--- config.mk ---
export PLATFORM = sky130hd
export DESIGN_NAME = lsu_rmw
export DESIGN_NICKNAME = d
export VERILOG_FILES = /design/src/rtl/lsu_rmw.sv
export SDC_FILE = /design/constraint.sdc
export NUM_CORES = 1
export LEC_CHECK = 0
export CAP_MARGIN = 10
export CORE_MARGIN = 2
export CORE_UTILIZATION = 30
export DETAILED_ROUTE_END_ITERATION = 10
export SYNTH_ARGS = -nofsm -noshare
export SYNTH_HDL_FRONTEND = slang
export SYNTH_SLANG_ARGS = --single-unit
--- constraint.sdc ---
create_clock -name clk -period 1.93 [get_ports clk]
set_input_delay 0.193 -clock clk [delete_from_list [all_inputs] [get_ports clk]]
set_output_delay 0.193 -clock clk [all_outputs]
set_load 0.01 [all_outputs]
--- src/rtl/lsu_rmw.sv ---
// Load/store unit: word-aligned big-endian data_mem traffic, sub-word stores via read-modify-write.
// Optional alignment trap: define LSU_MISALIGN_TRAP_EN to reject misaligned half/word accesses.
module lsu_rmw (
   input  logic        clk,
   input  logic        rst,
   input  logic        req,
   output logic        req_ready,
   input  logic        op_write,
   input  logic [1:0]  size,
   input  logic        sign_ext,
   input  logic [31:0] addr,
   input  logic [31:0] wdata,
   output logic [31:0] rdata,
   output logic        done,
   output logic        misaligned,
   output logic [31:0] mem_address,
   output logic [31:0] mem_write_data,
   input  logic [31:0] mem_read_data,
   output logic        mem_read,
   output logic        mem_write
);

   typedef enum logic [2:0] {StIdle, StRd, StWr, StDone, StErr} state_e;

   state_e      state_q;
   logic        op_write_q;
   logic [1:0]  size_q;
   logic        sign_ext_q;
   logic [1:0]  off_q;
   logic [31:0] wdata_q;
   logic [31:0] rdata_q;
   logic        done_q;
   logic        misaligned_q;
   logic [31:0] mem_address_q;
   logic [31:0] mem_write_data_q;
   logic        mem_read_q;
   logic        mem_write_q;

   logic [1:0]  acc_off;
   logic        misalign_req;
   logic [4:0]  shamt;
   logic [31:0] lane_mask;
   logic [31:0] lane;
   logic [31:0] load_val;
   logic [31:0] merge;

   // Effective lane offset of the incoming request; misaligned low bits are dropped.
   always_comb begin
      acc_off      = addr[1:0];
      misalign_req = 1'b0;
      if (size == 2'b01) begin
         acc_off = {addr[1], 1'b0};
      end else if (size[1]) begin
         acc_off = 2'b00;
      end
`ifdef LSU_MISALIGN_TRAP_EN
      misalign_req = ((size == 2'b01) && addr[0]) || (size[1] && (addr[1:0] != 2'b00));
`endif
   end

   // Big-endian lane select: offset 0 is the most significant lane.
   always_comb begin
      shamt     = 5'd0;
      lane_mask = 32'hFFFF_FFFF;
      if (size_q == 2'b00) begin
         shamt     = {~off_q, 3'b000};
         lane_mask = 32'h0000_00FF << shamt;
      end else if (size_q == 2'b01) begin
         shamt     = {~off_q[1], 4'b0000};
         lane_mask = 32'h0000_FFFF << shamt;
      end
      lane     = (mem_read_data >> shamt) & (lane_mask >> shamt);
      load_val = lane;
      if (sign_ext_q) begin
         if ((size_q == 2'b00) && lane[7]) begin
            load_val = lane | 32'hFFFF_FF00;
         end else if ((size_q == 2'b01) && lane[15]) begin
            load_val = lane | 32'hFFFF_0000;
         end
      end
      merge = (mem_read_data & ~lane_mask) | ((wdata_q << shamt) & lane_mask);
   end

   always_ff @(posedge clk) begin
      if (rst) begin
         state_q          <= StIdle;
         op_write_q       <= 1'b0;
         size_q           <= 2'b00;
         sign_ext_q       <= 1'b0;
         off_q            <= 2'b00;
         wdata_q          <= 32'h0;
         rdata_q          <= 32'h0;
         done_q           <= 1'b0;
         misaligned_q     <= 1'b0;
         mem_address_q    <= 32'h0;
         mem_write_data_q <= 32'h0;
         mem_read_q       <= 1'b0;
         mem_write_q      <= 1'b0;
      end else begin
         done_q       <= 1'b0;
         misaligned_q <= 1'b0;
         mem_read_q   <= 1'b0;
         mem_write_q  <= 1'b0;
         unique case (state_q)
            StIdle: begin
               if (req) begin
                  op_write_q    <= op_write;
                  size_q        <= size;
                  sign_ext_q    <= sign_ext;
                  off_q         <= acc_off;
                  wdata_q       <= wdata;
                  mem_address_q <= {addr[31:2], 2'b00};
                  if (misalign_req) begin
                     done_q       <= 1'b1;
                     misaligned_q <= 1'b1;
                     state_q      <= StErr;
                  end else if (op_write && size[1]) begin
                     mem_write_data_q <= wdata;
                     mem_write_q      <= 1'b1;
                     state_q          <= StWr;
                  end else begin
                     mem_read_q <= 1'b1;
                     state_q    <= StRd;
                  end
               end
            end
            StRd: begin
               if (op_write_q) begin
                  mem_write_data_q <= merge;
                  mem_write_q      <= 1'b1;
                  state_q          <= StWr;
               end else begin
                  rdata_q <= load_val;
                  done_q  <= 1'b1;
                  state_q <= StDone;
               end
            end
            StWr: begin
               done_q  <= 1'b1;
               state_q <= StDone;
            end
            StDone:  state_q <= StIdle;
            StErr:   state_q <= StIdle;
            default: state_q <= StIdle;
         endcase
      end
   end

   assign req_ready      = (state_q == StIdle) && !rst;
   // A reset landing on the WR cycle must never reach memory.
   assign mem_write      = mem_write_q && !rst;
   assign mem_read       = mem_read_q;
   assign mem_address    = mem_address_q;
   assign mem_write_data = mem_write_data_q;
   assign rdata          = rdata_q;
   assign done           = done_q;
   assign misaligned     = misaligned_q;

endmodule

# Yosys cells after proc, flatten, opt, wreduce, memory -nomap -nowiden

Index checks and enable logic that the tools add are counted.

Eq/ne operators: 7
Shift operators: 5
Multiplexer cells: 24
Bitwise gates (word level): 10
Reductions and logical operators: 13

Operators by type and width:

| kind                  | count |
|---|---|
| $mux 32               | 8 |
| $and 32x32->32        | 3 |
| $pmux 32 s2           | 1 |
| $shr 32x5->32         | 2 |
| $not 32->32           | 1 |
| $or 32x32->32         | 1 |
| $shl 16x5->32 const A | 1 |
| $shl 32x5->32         | 1 |
| $shl 8x5->32 const A  | 1 |
| $mux 5                | 2 |
| $pmux 3 s3            | 1 |
| $mux 1                | 6 |
| $mux 2                | 3 |
| $ne 2x2->1 const B    | 3 |
| $logic_and 1x1->1     | 5 |
| $eq 2x1->1 const B    | 2 |
| $not 1->1             | 4 |
| $pmux 1 s2            | 2 |
| $reduce_and 2->1      | 2 |
| $reduce_and 4->1      | 1 |
| $eq 3x1->1 const B    | 1 |
| $eq 3x2->1 const B    | 1 |
| $logic_not 3->1       | 1 |
| $mux 3                | 1 |
| 5 further kinds       | 5 |

Register bits: 138
Input bits: 103
Output and inout port bits: 101
Word-level logic and storage cells: 71

# Logic depth before layout (Yosys ltp)

Gate-level depths: netlist of run 1.

Depth after elaboration: 10
Depth in mapped cells: 9

# Worst setup path after synthesis of run 1

OpenSTA, ideal clock, no wires.

Kind: register to register
Start: reg state_q[0]
End: reg mem_write_data_q[22] (netlist: mem_write_data[22])
Library setup time: 86 ps
Data arrival time: 1802 ps
Data required time: 1844 ps
Path slack: 43 ps
Stages on the path, launching flop included: 10
Period minus slack after synthesis: 1887 ps
Cell sequence: dfxtp_1 -> inv_1 -> ha_1 -> buf_2 -> nor2_1 -> a211o_1 -> buf_2 -> clkbuf_1 -> a21oi_1 -> a211oi_1

Longest elaborated chain between the ends: 3

Ends and longest elaborated chain:

| item                                                      | RTL line | RTL |
|---|---|---|
| from (decl)                                               | 25       | `state_e state_q;` |
| from (signal assigned)                                    | 86       | `state_q <= StIdle;` |
| from (signal assigned)                                    | 116      | `state_q <= StErr;` |
| from (signal assigned)                                    | 120      | `state_q <= StWr;` |
| $eq 3x1->1 or $logic_not 3->1 (tied branches)             | 104      | `unique case (state_q)` |
| $ne 2x2->1 (no line) or $reduce_bool 2->1 (tied branches) | -        |  |
| $reduce_and 4->1 (no line)                                | -        |  |
| to (signal assigned)                                      | 118      | `mem_write_data_q <= wdata;` |
| to (signal assigned)                                      | 129      | `mem_write_data_q <= merge;` |
| to (decl)                                                 | 35       | `logic [31:0] mem_write_data_q;` |

Parallel ways exist; a longest one is shown, timed or not.
A chain may end at the register's enable or synchronous reset.

# Worst setup path in the final report of run 1

Start: reg state_q[0]
End: out req_ready

Longest elaborated chain between the ends: 2

Ends and longest elaborated chain:

| item              | RTL line | RTL |
|---|---|---|
| $logic_not 3->1   | 149      | `assign req_ready = (state_q == StIdle) && !rst;` |
| $logic_and 1x1->1 | 149      |  |
| to (decl)         | 7        | `output logic req_ready,` |

Every way passes these cells.

==> results of run 1 <==
## area by class of cell
cell class,instances,share of cell area [%]
well taps,280,3.61
clock buffers,19,4.66
repair buffers,244,25.7
flip-flops and latches,137,28.3
clock inverters,12,1.53
inverters,7,0.271
multi-input cells,580,36.0
## metal layers
metal	up-vias	global-route usage, %	share of wire, %
li1	3226	-	-
met1	3051	26.1	46
met2	268	29.1	44
met3	17	6.79	8.6
met4	0	4.76	1.3
met5	-	0	0
## worst max path at each step
stage,cells after the start,to
3_3_place_gp,6,rdata[21]$_SDFFE_PP0P_
5_1_grt,6,mem_write_data[25]$_SDFFE_PP0P_
3_5_place_dp,6,rdata[16]$_SDFFE_PP0P_
6_report,5,req_ready
4_1_cts,5,req_ready
2_1_floorplan,9,mem_write_data[22]$_SDFFE_PP0P_
## worst max-delay path: cells and delay by family (launching register included)
family	cells	cell delay [ps]
and+or+nand+nor	1	130
DFF	1	360
buffers and inverters	3	490
adders and majority gates	1	230
## registers in the layout (all words and copies together) (netlist names)
register and count:
done 1, mem_address 30, mem_read 1, mem_write_data 32
mem_write_q 1, off_q 2, op_write_q 1, rdata 32
sign_ext_q 1, size_q 2, state_q 2, wdata_q 32
## placed cells by master, fill, tap and decap left out, drive strengths merged, types with 2 or more instances in the layout
cell,instances
clkinv,4
a311oi,2
a221oi,29
o41ai,14
nor3,5
o211ai,8
nand2,172
buf,45
o21a,2
nor3b,10
a211o,9
a21o,8
bufinv,3
a211oi,50
clkbuf,19
nand3b,16
a21oi,98
inv,8
clkinvlp,4
nand2b,13
and2,2
mux2,9
o221ai,2
o2111ai,2
mux4,7
ha,4
o21ai,18
or2,3
clkdlybuf4s50,198
conb,3
mux2i,10
nor2b,3
nor2,67
a22o,7
dfxtp,137
## power by group through the flow
stage                     clock (µW)  combinational [µW]  sequential (µW)
after floorplan                    0                3320             4450
after global placement             0                6610             4240
after detailed placement           0                6660             4250
after CTS                       3430                6700             4210
after global routing            3580                7260             4320
final                           3360                6650             4210
## logic make-up (layout without fill, tap and decap cells)
logic type	count (synthesis)	after routing
AND/OR/NAND/NOR	294	294
AO/OA/AOI/OAI	253	253
flip-flops	137	137
buffers and inverters	88	282
multiplexers	26	26
adder cells (fa/ha/maj)	4	4
other	1	3
## stage by stage
| step | hold WS, ps | setup TNS, ps | instance area [µm²] | utilization [%] | total power, µW |
|---|---|---|---|---|---|
| after floorplan | 329 | 0 | 6590 | - | 7770 |
| after global placement | 440 | -603 | 9080 | 41.9 | 10800 |
| after detailed placement | 445 | -754 | 9080 | 41.9 | 10900 |
| after CTS | 190 | 0 | 9690 | 44.7 | 14300 |
| after global routing | 203 | 0 | 9710 | 44.8 | 15200 |
| final | 207 | 0 | 9710 | 44.8 | 14200 |
## repair_timing
item                                   CTS  global route
setup endpoints to repair                3            12
endpoints found under the hold margin    0             0
resized for setup                        3             6
cloned                                   0             0
hold buffers                             0             0
==> results.json, run 1 <==
{
  "first_pass_iters": 5,
  "vdd_drop_max_v": 0.000974,
  "p_sw_uw": 5240,
  "cp_data_required_time_ps": 1740,
  "io_pins": 204,
  "synth_flop_cell": "dfxtp_1",
  "postCtsSetupRepairBufs": 0,
  "grt_pass1_wl_mm": 35.6,
  "p_int_uw": 8980,
  "async_flop_share_pct": 0,
  "drv_cap": 0,
  "clk_pin_slew_ps": 60,
  "synth-compound-area-share_pct": 26.8,
  "min_period_ps": 1820,
  "dp.cells": 1248,
  "die_w_um": 152,
  "die_area_um2": 23100,
  "die_y_um": 152,
  "htree_levels": 4,
  "rsz0062_at_grt": "false",
  "clockPowerShare_pct": 23.6,
  "crit_path_end_kind": "output port",
  "dp_hpwl_mm": 16.6,
  "synthTopCellsByArea": "dfxtp_1, nand2_1, a21oi_1, a211oi_1, nor2_1",
  "finClkSkew_ps": 6.38,
  "drt_wl_total_mm": 22.6,
  "synth.distinct_cells": 46,
  "startpoint_type": "flip-flop",
  "relSlewSlack_pct": 64.1,
  "max_stage_delay_ps": 360,
  "layout_setup_ws_ps": 107,
  "wl_per_cell_um": 17.7,
  "initial_utilization_pct": 30.3,
  "grt_max_degree": 53,
  "core-area_um2": 21700,
  "drc": 0,
  "grt_antenna_before_repair": 0,
  "p_seq_share_pct": 29.6,
  "worst_path_max_delay_cell": "dfxtp_2",
  "num-fill-cells": 2120,
  "cts_tree": "yes",
  "p_comb_share_pct": 46.8,
  "synth_area_per_cell_um2": 8.19,
  "cp_max_fo": 6,
  "vias_per_cell": 5.13,
  "yosysWarnings": 0,
  "fmax_mhz": 549,
  "hp-class": "input port to flip-flop",
  "routed-via-count": 6562,
  "worst-setup-path-type": "flip-flop to output port",
  "layout_worst_path_cycle_share_pct": 94.5,
  "postRouteAntennaNets": 0,
  "place_ws_ps": -83.8,
  "cts_buffers": 17,
  "overflow": 0,
  "synth-xor-area-share_pct": 0,
  "ff_latch_area_um2": 2750,
  "grt_pass1_vias": 6203,
  "path_cells": "inv_1, ha_1, buf_4, nor2b_1, clkdlybuf4s15_1",
  "yosysTopAreaCell": "dfxtp_1",
  "area_delta_synth_final_pct": 47.6,
  "drt-initial-drc-count": 363,
  "ys_seq_elements": 137,
  "clk_path_buf_depth": 2,
  "instances_no_fill": 1279,
  "synth_top_area_share_pct": 41.7,
  "yosys-top-cells-count": "nand2_1, dfxtp_1, a21oi_1, nor2_1, clkbuf_1",
  "place.gp.congestion": 0.846,
  "worst_pin_slew_ps": 539,
  "synth_edf_count": 0,
  "row_count": 54,
  "reg2reg_slack_ps": 150,
  "drive_gt1_share_pct": 11.8,
  "setup_violations": 0,
  "finalHoldViolations": 0,
  "muxShareOfSynthArea_pct": 5.46,
  "clock_latency_ps": 420,
  "clockRootBuffer": "clkbuf_16",
  "netlist_area_um2": 6580,
  "multi_input_area_um2": 3490,
  "power.leakage_uw": 0.00356,
  "synth_top_family_by_area": "compound AO/OA/AOI/OAI gates",
  "synthSimpleGateAreaFrac_pct": 19.4,
  "min_from": "rst",
  "rr_endpoint": "mem_write_data[7]$_SDFFE_PP0P_",
  "drv_slew": 0,
  "synth_cells": 803,
  "hold_end": "wdata_q[29]$_SDFFE_PP0P_",
  "nets": 1094,
  "startpoint": "state_q[0]$_SDFFE_PP0N_",
  "arrival_ps": 1630,
  "synth_seq_area_share_pct": 41.7,
  "status": "finished clean",
  "power.density_nw_per_um2": 1460,
  "hold_depth": 2,
  "grtUsageTotal_pct": 19.2,
  "synthAdderAreaFrac_pct": 0.761,
  "swShare_pct": 36.9,
  "worstReg2RegStart": "state_q[1]$_SDFFE_PP0N_",
  "synthMostInstantiatedCell": "nand2_1",
  "reg2regPathDepth": 6,
  "io_buffers": 200,
  "clock-sinks": 137,
  "diodes": 0
}
(Power assumes the default switching activity.)
==> run 2: changes to the inputs <==
--- a/config.mk
+++ b/config.mk
@@ -9,6 +9,7 @@
 export CORE_MARGIN = 2
 export CORE_UTILIZATION = 30
 export DETAILED_ROUTE_END_ITERATION = 10
+export HOLD_SLACK_MARGIN = 0.03
 export SYNTH_ARGS = -nofsm -noshare
 export SYNTH_HDL_FRONTEND = slang
 export SYNTH_SLANG_ARGS = --single-unit
==> results of run 2 <==
Final layout, timing and power as in run 1 (identical DEF).
==> run 3: changes to the inputs <==
--- a/config.mk
+++ b/config.mk
@@ -8,8 +8,11 @@
 export CAP_MARGIN = 10
 export CORE_MARGIN = 2
 export CORE_UTILIZATION = 30
+export CTS_CLUSTER_DIAMETER = 30
 export DETAILED_ROUTE_END_ITERATION = 10
+export GPL_TIMING_DRIVEN = 0
 export HOLD_SLACK_MARGIN = 0.03
 export SYNTH_ARGS = -nofsm -noshare
 export SYNTH_HDL_FRONTEND = slang
 export SYNTH_SLANG_ARGS = --single-unit
+export TNS_END_PERCENT = 50
==> results.json, run 3 (same netlist as run 1, synthesis figures left out) <==
{
  "clock_latency_ps": 430,
  "finClkSkew_ps": 9.43,
  "reg2reg_slack_ps": -30,
  "layout_worst_path_cycle_share_pct": 102,
  "num-fill-cells": 2128,
  "hp-class": "input port to flip-flop",
  "layout_common_cells": "clkdlybuf4s50_1, nand2_1, dfxtp_1",
  "vias_per_cell": 5.23,
  "layout_commonest_cell": "clkdlybuf4s50_1",
  "finalPower_uw": 14900,
  "min_from": "addr[22]",
  "vdd_drop_max_v": 0.000793,
  "io_buffers": 199,
  "hold_depth": 3,
  "power.density_nw_per_um2": 1490,
  "io_pins": 204,
  "multi_input_area_um2": 3750,
  "initial_utilization_pct": 30.3,
  "crit_path_end_kind": "flip-flop",
  "violations": "negative setup slack",
  "startpoint": "size_q[1]$_SDFFE_PP0P_",
  "min_period_ps": 1960,
  "crit_family": "compound AO/OA/AOI/OAI gates",
  "postRouteAntennaNets": 0,
  "wl_per_cell_um": 19.4,
  "drv_slew": 0,
  "max_stage_delay_ps": 510,
  "startpoint_type": "flip-flop",
  "finalHoldViolations": 0,
  "clockRootBuffer": "clkbuf_16",
  "power.leakage_uw": 0.00372,
  "core-area_um2": 21700,
  "dp_hpwl_mm": 19.2,
  "path_cells": "or4_1, o221a_1, buf_6, clkbuf_16, a221oi_4, a211oi_1",
  "worst-setup-path-type": "flip-flop to flip-flop",
  "worst_pin_slew_ps": 810,
  "clk_pin_slew_ps": 60,
  "worst_path_max_delay_cell": "or4_1",
  "place.gp.congestion": 0.973,
  "die_w_um": 152,
  "cts_tree": "yes",
  "die_y_um": 152,
  "cp_max_fo": 5,
  "layout_setup_ws_ps": -32.6,
  "clk_path_buf_depth": 2,
  "fmax_mhz": 510,
  "reg2regPathDepth": 6,
  "area_delta_synth_final_pct": 52.6,
  "rsz0062_at_grt": "true",
  "nets": 1137,
  "drv_cap": 0,
  "crit_buf_inv": 2,
  "setup_violations": 7,
  "cts_hold_buf": 0,
  "drt_wl_total_mm": 25.6,
  "grt_antenna_before_repair": 0,
  "postLayoutCellArea_um2": 10000,
  "drt-initial-drc-count": 491,
  "status": "complete, but fails checks",
  "dp.cells": 1284,
  "diodes": 0,
  "cts_buffers": 17,
  "grt_pass1_vias": 6615,
  "cp_data_required_time_ps": 2220,
  "drive_gt1_share_pct": 15.1,
  "htree_levels": 4,
  "instances_no_fill": 1323,
  "hold_end": "mem_address[22]$_SDFFE_PP0P_",
  "grt_max_degree": 17,
  "die_area_um2": 23100,
  "first_pass_iters": 5,
  "overflow": 0,
  "clock-sinks": 137,
  "grt_pass1_wl_mm": 39.0,
  "rr_endpoint": "rdata[23]$_SDFFE_PP0P_",
  "ff_latch_area_um2": 2750,
  "arrival_ps": 2260,
  "postLayoutCoreUtil_pct": 46.3,
  "row_count": 54,
  "routed-via-count": 6915,
  "drc": 0,
  "grtUsageTotal_pct": 21.6,
  "relSlewSlack_pct": 46.0,
  "worstReg2RegStart": "size_q[1]$_SDFFE_PP0P_",
  "dpl_cell_area_um2": 8930
}
run 3: how the worst max path moves through the flow:
stage / to / slack, ps / cells past startpoint
after floorplan: mem_write_data[22]$_SDFFE_PP0P_ / 40 / 9
after global placement: size_q[0]$_SDFFE_PP0P_ / -580 / 7
after detailed placement: wdata_q[26]$_SDFFE_PP0P_ / -580 / 7
after CTS: mem_write_data[29]$_SDFFE_PP0P_ / -10 / 8
after global routing: rdata[23]$_SDFFE_PP0P_ / -70 / 6
final: rdata[23]$_SDFFE_PP0P_ / -30 / 6
run 3: area by class of cell:
type,instances,area share [%]
clock buffer,22,4.72
sequential,137,27.4
multi-input combinational,580,37.4
tap,280,3.49
buffer,78,4.59
inverter,7,0.262
clock inverter,10,1.40
timing repair buffer,209,20.7
run 3: stage by stage:
step                setup TNS (ps)  hold WS (ps)  worst slack (ps)
floorplan                        0           329              42.8
global placement            -34130           439              -578
detailed placement          -36550           443              -581
CTS                          -18.6           291             -14.4
global route                  -588           307             -67.3
finish                        -134           309             -32.6
run 3: repair_timing:
item                                    CTS  global route
cloned                                    1             2
setup buffers                             4             3
endpoints found under the setup margin  129           107
gates resized for setup                  63            65
pin swaps                                 4            12
run 3: routing by layer:
metal	track usage [%]	wire length, µm	vias up
li1	-	-	3321
met1	28.6	11300	3248
met2	34.0	11600	309
met3	6.53	2160	37
met4	6.68	559	0
met5	0	0	-
run 3: report_power, final:
| part | total, µW | switching (µW) | leakage [µW] | internal, µW |
|---|---|---|---|---|
| clock network | 3430 | 1290 | 0.000293 | 2140 |
| logic | 7290 | 3930 | 0.00230 | 3360 |
| registers | 4210 | 522 | 0.00113 | 3690 |
run 3: worst register-to-register path, cell delays in order, from the launching register on:
cell and delay, ps:
dfxtp_2 350, or4_1 520, o221a_1 300, buf_6 170, clkbuf_16 160, a221oi_4 230
a211oi_1 100
